File: src/rtl/writeback_stage_if.sv
// rtl/writeback_stage_if.sv - retire, memory-read and register-file bundle for the writeback stage
interface writeback_stage_if;
    logic       in_valid;
    logic       in_ready;
    logic [2:0] in_rd;
    logic       in_is_load;
    logic [7:0] in_alu_result;
    logic [7:0] in_mem_addr;
    logic       mem_req;
    logic [7:0] mem_addr;
    logic [7:0] mem_rdata;
    logic       mem_ready;
    logic       rf_ready;
    logic       rf_write_en;
    logic [2:0] rf_addr_wr;
    logic [7:0] rf_data_wr;
    logic       fwd_valid;
    logic [2:0] fwd_rd;
    logic [7:0] fwd_data;
    logic       err_timeout;
    logic [7:0] wb_count;

    modport master (
        input  in_valid, in_rd, in_is_load, in_alu_result, in_mem_addr,
        input  mem_rdata, mem_ready, rf_ready,
        output in_ready, mem_req, mem_addr,
        output rf_write_en, rf_addr_wr, rf_data_wr,
        output fwd_valid, fwd_rd, fwd_data, err_timeout, wb_count
    );

    modport slave (
        output in_valid, in_rd, in_is_load, in_alu_result, in_mem_addr,
        output mem_rdata, mem_ready, rf_ready,
        input  in_ready, mem_req, mem_addr,
        input  rf_write_en, rf_addr_wr, rf_data_wr,
        input  fwd_valid, fwd_rd, fwd_data, err_timeout, wb_count
    );
endinterface

File: src/rtl/writeback_stage.sv
// rtl/writeback_stage.sv - retire stage: ALU/load result, timed memory read, register file commit
module writeback_stage #(
    parameter int TIMEOUT = 16
) (
    input  logic               clk,
    input  logic               rst,
    writeback_stage_if.master  bus
);
    localparam logic [1:0] IDLE      = 2'd0;
    localparam logic [1:0] LOAD_WAIT = 2'd1;
    localparam logic [1:0] WRITE     = 2'd2;
    localparam logic [7:0] WAIT_LAST = 8'(TIMEOUT - 1);

    logic [1:0] state_q, state_d;
    logic [2:0] rd_q, rd_d;
    logic [7:0] data_q, data_d;
    logic [7:0] addr_q, addr_d;
    logic [7:0] wait_q, wait_d;
    logic       err_q, err_d;
    logic [7:0] count_q, count_d;

    always_comb begin
        state_d = state_q;
        rd_d    = rd_q;
        data_d  = data_q;
        addr_d  = addr_q;
        wait_d  = wait_q;
        err_d   = err_q;
        count_d = count_q;
        case (state_q)
            IDLE: begin
                if (bus.in_valid) begin
                    rd_d = bus.in_rd;
                    if (bus.in_is_load) begin
                        addr_d  = bus.in_mem_addr;
                        wait_d  = 8'd0;
                        state_d = LOAD_WAIT;
                    end else begin
                        data_d  = bus.in_alu_result;
                        state_d = WRITE;
                    end
                end
            end
            LOAD_WAIT: begin
                wait_d = wait_q + 8'd1;
                // A completion on the final wait cycle still counts as a hit.
                if (bus.mem_ready) begin
                    data_d  = bus.mem_rdata;
                    state_d = WRITE;
                end else if (wait_q == WAIT_LAST) begin
                    err_d   = 1'b1;
                    state_d = IDLE;
                end
            end
            WRITE: begin
                if (bus.rf_ready) begin
                    state_d = IDLE;
                    if (rd_q != 3'd0) begin
                        count_d = count_q + 8'd1;
                    end
                end
            end
            default: state_d = IDLE;
        endcase
    end

    always_ff @(posedge clk) begin
        if (rst) begin
            state_q <= IDLE;
            rd_q    <= 3'd0;
            data_q  <= 8'd0;
            addr_q  <= 8'd0;
            wait_q  <= 8'd0;
            err_q   <= 1'b0;
            count_q <= 8'd0;
        end else begin
            state_q <= state_d;
            rd_q    <= rd_d;
            data_q  <= data_d;
            addr_q  <= addr_d;
            wait_q  <= wait_d;
            err_q   <= err_d;
            count_q <= count_d;
        end
    end

    logic in_write, in_wait, write_live;
    assign in_write   = (state_q == WRITE);
    assign in_wait    = (state_q == LOAD_WAIT);
    assign write_live = in_write && (rd_q != 3'd0);

    assign bus.in_ready    = (state_q == IDLE);
    assign bus.mem_req     = in_wait;
    assign bus.mem_addr    = in_wait ? addr_q : 8'd0;
    assign bus.rf_write_en = write_live && bus.rf_ready;
    assign bus.rf_addr_wr  = in_write ? rd_q : 3'd0;
    assign bus.rf_data_wr  = in_write ? data_q : 8'd0;
    assign bus.fwd_valid   = write_live;
    assign bus.fwd_rd      = write_live ? rd_q : 3'd0;
    assign bus.fwd_data    = write_live ? data_q : 8'd0;
    assign bus.err_timeout = err_q;
    assign bus.wb_count    = count_q;
endmodule

File: src/flat_wrapper.sv
// flat-port wrapper written by rule: the top's interface ports become plain ports
module writeback_stage_flat 
#(
    parameter int TIMEOUT = 16
)
  (clk, rst, bus_in_valid, bus_in_rd, bus_in_is_load, bus_in_alu_result, bus_in_mem_addr, bus_mem_rdata, bus_mem_ready, bus_rf_ready, bus_in_ready, bus_mem_req, bus_mem_addr, bus_rf_write_en, bus_rf_addr_wr, bus_rf_data_wr, bus_fwd_valid, bus_fwd_rd, bus_fwd_data, bus_err_timeout, bus_wb_count);
  writeback_stage_if bus_i ();
  input  logic clk;
  input  logic rst;
  input wire logic [$bits(bus_i.in_valid)-1:0] bus_in_valid;
  input wire logic [$bits(bus_i.in_rd)-1:0] bus_in_rd;
  input wire logic [$bits(bus_i.in_is_load)-1:0] bus_in_is_load;
  input wire logic [$bits(bus_i.in_alu_result)-1:0] bus_in_alu_result;
  input wire logic [$bits(bus_i.in_mem_addr)-1:0] bus_in_mem_addr;
  input wire logic [$bits(bus_i.mem_rdata)-1:0] bus_mem_rdata;
  input wire logic [$bits(bus_i.mem_ready)-1:0] bus_mem_ready;
  input wire logic [$bits(bus_i.rf_ready)-1:0] bus_rf_ready;
  output wire logic [$bits(bus_i.in_ready)-1:0] bus_in_ready;
  output wire logic [$bits(bus_i.mem_req)-1:0] bus_mem_req;
  output wire logic [$bits(bus_i.mem_addr)-1:0] bus_mem_addr;
  output wire logic [$bits(bus_i.rf_write_en)-1:0] bus_rf_write_en;
  output wire logic [$bits(bus_i.rf_addr_wr)-1:0] bus_rf_addr_wr;
  output wire logic [$bits(bus_i.rf_data_wr)-1:0] bus_rf_data_wr;
  output wire logic [$bits(bus_i.fwd_valid)-1:0] bus_fwd_valid;
  output wire logic [$bits(bus_i.fwd_rd)-1:0] bus_fwd_rd;
  output wire logic [$bits(bus_i.fwd_data)-1:0] bus_fwd_data;
  output wire logic [$bits(bus_i.err_timeout)-1:0] bus_err_timeout;
  output wire logic [$bits(bus_i.wb_count)-1:0] bus_wb_count;
  assign bus_i.in_valid = bus_in_valid;
  assign bus_i.in_rd = bus_in_rd;
  assign bus_i.in_is_load = bus_in_is_load;
  assign bus_i.in_alu_result = bus_in_alu_result;
  assign bus_i.in_mem_addr = bus_in_mem_addr;
  assign bus_i.mem_rdata = bus_mem_rdata;
  assign bus_i.mem_ready = bus_mem_ready;
  assign bus_i.rf_ready = bus_rf_ready;
  assign bus_in_ready = bus_i.in_ready;
  assign bus_mem_req = bus_i.mem_req;
  assign bus_mem_addr = bus_i.mem_addr;
  assign bus_rf_write_en = bus_i.rf_write_en;
  assign bus_rf_addr_wr = bus_i.rf_addr_wr;
  assign bus_rf_data_wr = bus_i.rf_data_wr;
  assign bus_fwd_valid = bus_i.fwd_valid;
  assign bus_fwd_rd = bus_i.fwd_rd;
  assign bus_fwd_data = bus_i.fwd_data;
  assign bus_err_timeout = bus_i.err_timeout;
  assign bus_wb_count = bus_i.wb_count;
  writeback_stage #(.TIMEOUT(TIMEOUT)) u_core (.clk(clk), .rst(rst), .bus(bus_i));
endmodule
File: config.mk
export PLATFORM = sky130hd
export DESIGN_NAME = writeback_stage_flat
export DESIGN_NICKNAME = d
export VERILOG_FILES = /design/src/rtl/writeback_stage_if.sv /design/src/rtl/writeback_stage.sv /design/src/flat_wrapper.sv
export SDC_FILE = /design/constraint.sdc
export NUM_CORES = 1
export LEC_CHECK = 0
export ABC_AREA = 1
export CAP_MARGIN = 20
export CORE_AREA = 2 2 68 70
export DETAILED_ROUTE_END_ITERATION = 12
export DIE_AREA = 0 0 70 72
export GPL_ROUTABILITY_DRIVEN = 0
export PLACE_DENSITY = 0.81
export SETUP_SLACK_MARGIN = 0.4
export SYNTH_ARGS = -nofsm -noshare
export SYNTH_HDL_FRONTEND = slang
export SYNTH_SLANG_ARGS = --single-unit
File: constraint.sdc
create_clock -name clk -period 2.58 [get_ports clk]
set_clock_uncertainty 0.2 [all_clocks]
set_input_delay 0.387 -clock clk [delete_from_list [all_inputs] [get_ports clk]]
set_output_delay 0.387 -clock clk [all_outputs]
set_load 0.02 [all_outputs]
==> results.cfg, run 1 <==
[cts]
clock-sinks = 38
ctsLongestPathBuffers = 2
h-tree-depth = 2
clock_latency_ps = 290
post_cts_buffers = 0
tritoncts = done
cts.clk_slew.worst_paths_ps = 70
root_buffer = clkbuf_8
numCtsBuffers = 5

[hold_path]
whs_path_depth = 2
hold_class = reg -> reg
holdPathEnd = u_core.addr_q[3]
hp-start = u_core.addr_q[3]

[floorplanning]
die_w_um = 70
start_util_pct = 44.4
die_h_um = 72
core_area_um2 = 4260
rows = 24
ios = 76
die_area_um2 = 5040

[power]
p_leak_nw = 1.21
clockPowerShare_pct = 41.4
p_per_area_nw_per_um2 = 550
p_total_mw = 1.50
p_sw_share_pct = 24.4
p_sw_mw = 0.365
pwr-share-seq_pct = 42.6
pwr-share-comb_pct = 16.1
vdd_ir_drop_max_mv = 0.334
internal_power_mw = 1.13

[logic_synthesis]
netlist_instances = 293
synth_flop_cell = dfxtp_1
synth_seq_cells = 38
synth-edff-count = 0
synth-async-reset-ratio_pct = 0
yosys_warnings = 0
syn_nets = 328
syn-cell-area_um2 = 1890
synth_area_per_cell_um2 = 6.46
ys_types = 26
ys_seq_area_share_pct = 40.2

[finish]
drive_gt1_share_pct = 13.0
nets = 404
diodes = 0
area_growth_pct = 43.8
fin_util_pct = 63.8
regArea_um2 = 762
final_cell_area_um2 = 2720
multiInputGateArea_um2 = 940
fillers = 411

[sta]
setup-violations-final = 0
fin_crit_ps = 2140
finalMaxSlewViolations = 0
slew_headroom_pct = 58.5
hold_violations = 0
worst_slew_pin_slew_ps = 622
rsz0062_at_grt = yes
fin_crit_sh_pct = 83.0
worst_hold_slack_ps = 257
fin_tns_setup_ps = 0
fmax_ghz = 0.467

[critical_path]
cp_cell_sequence = inv_2 > nor2_2 > inv_2 > nor2_1 > dlygate4sd2_1
r2r-start = u_core.state_q[0]
cp_slowest_stage_delay_ps = 390
cpMostUsedCell = inv_2
arrival_ps = 1560
critPathMaxFanout = 14
critical_path_required_ps = 1990
rrSetupSlack_ps = 790
reg2regPathDepth = 8
startpoint_type = register
r2r-end = u_core.data_q[3]
endpoint_kind = primary output
crit_type = reg -> out
worst_path_max_delay_cell = dfxtp_2

[global_routing]
overflow = 0
grt_use_total_pct = 19.3
grt_pass1_wl_um = 8060
grt_max_degree = 24
grt_pass1_vias = 1881
antenna_found_initial = 0

[placement]
dp_hpwl_um = 3500
placed_area_um2 = 2690
port_buffers = 75

[detailed_routing]
post_drt_via_cell_ratio = 4.75
drt_iter0_markers = 116
via_count = 2005
routedWlPerCell_um = 11.2
routed_wl_um = 4720
route.detailed.drc = 0
ant_nets = 0
firstDrtPassIters = 4

[status]
status = complete, no violations

[run]
cap_viol_max_count = 0
==> layout make-up <==
class | count | share of cell area [%]
Sequential cell | 38 | 28.0
Clock inverter | 2 | 2.21
Timing Repair Buffer | 78 | 24.4
Clock buffer | 6 | 3.03
Tap cell | 52 | 2.39
Inverter | 40 | 5.51
Multi-Input combinational cell | 206 | 34.5
==> per-layer routing <==
| layer | track usage, % | vias up | wire length [µm] |
|---|---|---|---|
| li1 | - | 1053 | - |
| met1 | 23.0 | 870 | 2110 |
| met2 | 34.2 | 69 | 2180 |
| met3 | 4.86 | 13 | 320 |
| met4 | 6.62 | 0 | 111 |
| met5 | 0 | - | 0 |
==> repair_timing <==
action,4_1_cts,5_1_grt
endpoints found under the hold margin,0,0
gates cloned,0,0
endpoints found under the setup margin,33,23
resized for setup,36,40
pin swaps,0,0
hold buffers,0,0
==> cell usage after synthesis (2+ instances only) <==
master | n | area (µm²)
clkbuf_1 | 3 | 11.3
nand2_1 | 62 | 233
xor2_1 | 2 | 17.5
nor2_1 | 70 | 263
nand3_1 | 7 | 35.0
nor2_2 | 2 | 12.5
o21bai_2 | 2 | 22.5
inv_2 | 5 | 18.8
buf_2 | 3 | 15.0
nor3_1 | 2 | 10.0
inv_1 | 35 | 131
o21ai_1 | 3 | 15.0
buf_4 | 2 | 15.0
ha_1 | 2 | 25.0
a21oi_1 | 24 | 120
o21ai_0 | 22 | 110
dfxtp_1 | 38 | 761
==> critical path, delay by kind of cell, from the launching register on <==
kind | cells | cell delay (ps)
buffers and inverters | 3 | 550
and+or+nand+nor | 2 | 320
DFF | 1 | 390
==> power by group through the flow <==
stage | sequential [mW] | combinational (mW) | clock [mW]
2_1_floorplan | 0.646 | 0.144 | 0
3_3_place_gp | 0.649 | 0.247 | 0
3_5_place_dp | 0.650 | 0.250 | 0
4_1_cts | 0.637 | 0.244 | 0.631
5_1_grt | 0.641 | 0.272 | 0.650
6_report | 0.638 | 0.241 | 0.620
==> how the worst max path moves through the flow <==
stage,start,endpoint,slack (ps)
2_1_floorplan,u_core.state_q[1],bus_rf_addr_wr[2],540
3_3_place_gp,bus_rf_ready,bus_rf_write_en,270
3_5_place_dp,bus_rf_ready,bus_rf_write_en,260
4_1_cts,u_core.state_q[1],bus_fwd_rd[1],390
5_1_grt,u_core.state_q[1],bus_rf_addr_wr[2],320
6_report,u_core.state_q[1],bus_rf_addr_wr[2],440
==> cell families after synthesis <==
family	count (synthesis)	share of synthesized area [%]
DFF	38	40.2
xor gates and xnor gates	2	0.925
AOI/OAI and AO/OA	54	15.9
buffers and inverters	49	10.3
adders and majority gates	2	1.32
and+or+nand+nor	148	31.3
==> sequential cells by signal, summed over array words and instances, names as in the netlist <==
| signal | cells |
|---|---|
| u_core.addr_q | 8 |
| u_core.bus.wb_count | 8 |
| u_core.data_q | 8 |
| u_core.wait_q | 8 |
| u_core.rd_q | 3 |
| u_core.state_q | 2 |
| u_core.bus.err_timeout | 1 |
==> stage by stage <==
| stage | std cells | setup WS [ps] |
|---|---|---|
| after floorplan | 293 | 545 |
| after global placement | 414 | 272 |
| after detailed placement | 414 | 259 |
| after CTS | 422 | 392 |
| after global routing | 422 | 321 |
| final | 422 | 438 |
==> cell usage in the layout (no fill, tap or decap), types with 2 or more instances in the layout <==
| master | instances |
|---|---|
| a21oi_1 | 24 |
| buf_4 | 3 |
| bufinv_16 | 2 |
| clkbuf_2 | 19 |
| clkbuf_8 | 6 |
| clkdlybuf4s15_1 | 2 |
| clkdlybuf4s50_1 | 42 |
| dfxtp_1 | 37 |
| dlygate4sd2_1 | 12 |
| ha_1 | 2 |
| inv_1 | 34 |
| inv_2 | 6 |
| nand2_1 | 61 |
| nand2_2 | 2 |
| nand3_1 | 7 |
| nor2_1 | 70 |
| nor2_2 | 2 |
| nor3_1 | 2 |
| o21ai_0 | 22 |
| o21ai_1 | 3 |
| o21bai_2 | 2 |
| xor2_1 | 2 |
No activity file was read; power rests on OpenSTA's default activity.
==> run 2, diff against run 1 <==
--- a/config.mk
+++ b/config.mk
@@ -7,11 +7,11 @@
 export LEC_CHECK = 0
 export ABC_AREA = 1
 export CAP_MARGIN = 20
-export CORE_AREA = 2 2 68 70
+export CORE_AREA = 2 2 73 75
 export DETAILED_ROUTE_END_ITERATION = 12
-export DIE_AREA = 0 0 70 72
+export DIE_AREA = 0 0 75 77
 export GPL_ROUTABILITY_DRIVEN = 0
-export PLACE_DENSITY = 0.81
+export PLACE_DENSITY = 0.75
 export SETUP_SLACK_MARGIN = 0.4
 export SYNTH_ARGS = -nofsm -noshare
 export SYNTH_HDL_FRONTEND = slang
==> constraint.sdc (replaced) <==
create_clock -name clk -period 1.9 [get_ports clk]
set_clock_uncertainty 0.2 [all_clocks]
set_input_delay 0.285 -clock clk [delete_from_list [all_inputs] [get_ports clk]]
set_output_delay 0.285 -clock clk [all_outputs]
set_load 0.02 [all_outputs]
==> run 2 against run 1 <==
Net effect:
- final area is 22% higher
- clock power fell by 9.0%
- global-route usage hardly changed
- via count increased by 8.1%
- critical path depth unchanged
- non-clock buffer count increased by 22
- register-to-register slack lost 700 ps
- worst setup slack lost 400 ps
- first-iteration DRC count is 14% lower
- critical path type unchanged
- largest power group unchanged
==> results.cfg, run 2 (synthesis results as in run 1) <==
[cts]
cts.clk_slew.worst_paths_ps = 70
ctsLongestPathBuffers = 2
clock_latency_ps = 290
tritoncts = done
root_buffer = clkbuf_8
clock-sinks = 38
h-tree-depth = 2
numCtsBuffers = 5

[detailed_routing]
post_drt_via_cell_ratio = 4.67
firstDrtPassIters = 4
route.detailed.drc = 0
ant_nets = 0
routedWlPerCell_um = 13.0
via_count = 2167
routed_wl_um = 6030
drt_iter0_markers = 100

[power]
vdd_ir_drop_max_mv = 0.346
p_total_mw = 1.98
p_per_area_nw_per_um2 = 596
p_leak_nw = 1.39

[placement]
pre_cts_ws_ps = -185
dp_hpwl_um = 3770
placed_area_um2 = 2870
port_buffers = 75

[critical_path]
endpoint_kind = primary output
reg2regPathDepth = 9
critical_path_required_ps = 1410
critPathLaunch = u_core.state_q[0]
r2r-end = u_core.data_q[4]
startpoint_type = register
rrSetupSlack_ps = 90
r2r-start = u_core.state_q[1]
arrival_ps = 1370
critPathMaxFanout = 4
crit_type = reg -> out

[global_routing]
antenna_found_initial = 0
grt_max_degree = 23
overflow = 0
grt_pass1_wl_um = 8790
grt_use_total_pct = 19.3
grt_pass1_vias = 1955

[finish]
fin_util_pct = 66.7
diodes = 0
area_growth_pct = 75.5
nets = 428
final_common_cell = nand2_1
drive_gt1_share_pct = 34.5
final_cell_area_um2 = 3320
most-common-layout-cells = 58 x nand2_1, 38 x nor2_1, 34 x dfxtp_1
fillers = 398

[sta]
fin_crit_sh_pct = 97.7
rsz0062_at_grt = yes
fmax_ghz = 0.538
slew_headroom_pct = 83.0
worst_hold_slack_ps = 227
setup-violations-final = 0
fin_crit_ps = 1860
setup_ws_ps = 42.8
finalMaxSlewViolations = 0
worst_slew_pin_slew_ps = 255
hold_violations = 0

[hold_path]
whs_path_depth = 3
holdPathEnd = u_core.rd_q[0]
hold_class = in -> reg
hp-start = bus_in_valid

[floorplanning]
die_h_um = 77
ios = 76
rows = 26
die_area_um2 = 5780
die_w_um = 75
start_util_pct = 38.0
core_area_um2 = 4980

[run]
cap_viol_max_count = 0

[status]
status = complete, no violations
==> run 2: changes by cell type in the layout (fill, tap and decap cells not counted), sizes merged <==
| cell | change |
|---|---|
| nand2 | +1 |
| clkdlybuf4s50 | -11 |
| clkdlybuf4s15 | +2 |
| inv | +1 |
| dlymetal6s2s | +1 |
| clkinv | +1 |
| dlygate4sd2 | -9 |
| bufinv | -2 |
| buf | +56 |
| clkbuf | -16 |
==> run 2: routing by layer <==
| layer | global-route usage (%) | routed length, µm | vias to the layer above |
|---|---|---|---|
| met2 | 33.1 | 3130 | 56 |
| met1 | 23.4 | 2510 | 987 |
| met3 | 4.47 | 297 | 12 |
| met5 | 0 | 0 | - |
| li1 | - | - | 1112 |
| met4 | 6.07 | 102 | 0 |
==> run 2: area by class of cell <==
cell class,count,area [µm²],area share (%)
Timing Repair Buffer,100,1020,30.6
Sequential cell,38,771,23.2
Inverter,40,175,5.27
Multi-Input combinational cell,207,1170,35.2
Clock buffer,7,86.3,2.60
Tap cell,70,87.6,2.64
Clock inverter,1,5.00,0.151
Timing Repair inverter,1,11.3,0.339
==> run 2: how the worst max path moves through the flow <==
stage | endpoint | depth (start not counted) | slack, ps
CTS | bus_fwd_data[2] | 5 | 130
finish | bus_fwd_data[3] | 5 | 40
detailed placement | bus_rf_write_en | 4 | -180
floorplan | u_core.data_q[0] | 6 | 350
global placement | bus_rf_write_en | 4 | -190
global route | bus_fwd_data[3] | 6 | -5
==> run 2: repair_timing <==
action	4_1_cts	5_1_grt
hold buffers	0	0
resized for setup	209	86
setup buffers	3	4
pin swaps	2	10
endpoints found under the setup margin	57	67
cloned	1	3
==> run 2: critical path, stage by stage (launching register included) <==
cell and delay, ps:
dfxtp_4 370, nor2_4 170, buf_12 160, nand2_4 80, nor2_1 130, buf_4 170
==> run 2: through the flow <==
stage	std cells	setup TNS, ps
floorplan	293	0
global placement	445	-258
detailed placement	445	-432
CTS	457	0
global route	464	-5.23
finish	464	0
==> run 2: power breakdown <==
| group | switching (mW) | leakage (nW) | total, mW | internal [mW] |
|---|---|---|---|---|
| combinational | 0.303 | 1.03 | 0.554 | 0.251 |
| sequential | 0.0214 | 0.313 | 0.862 | 0.841 |
| clock | 0.271 | 0.0482 | 0.564 | 0.293 |
| total | 0.596 | 1.39 | 1.98 | 1.38 |
==> run 3, diff against run 2 <==
--- a/config.mk
+++ b/config.mk
@@ -13,6 +13,7 @@
 export GPL_ROUTABILITY_DRIVEN = 0
 export PLACE_DENSITY = 0.75
 export SETUP_SLACK_MARGIN = 0.4
+export SLEW_MARGIN = 10
 export SYNTH_ARGS = -nofsm -noshare
 export SYNTH_HDL_FRONTEND = slang
 export SYNTH_SLANG_ARGS = --single-unit
==> results of run 3 <==
No change in the layout: final DEF, timing and power equal those of run 2.
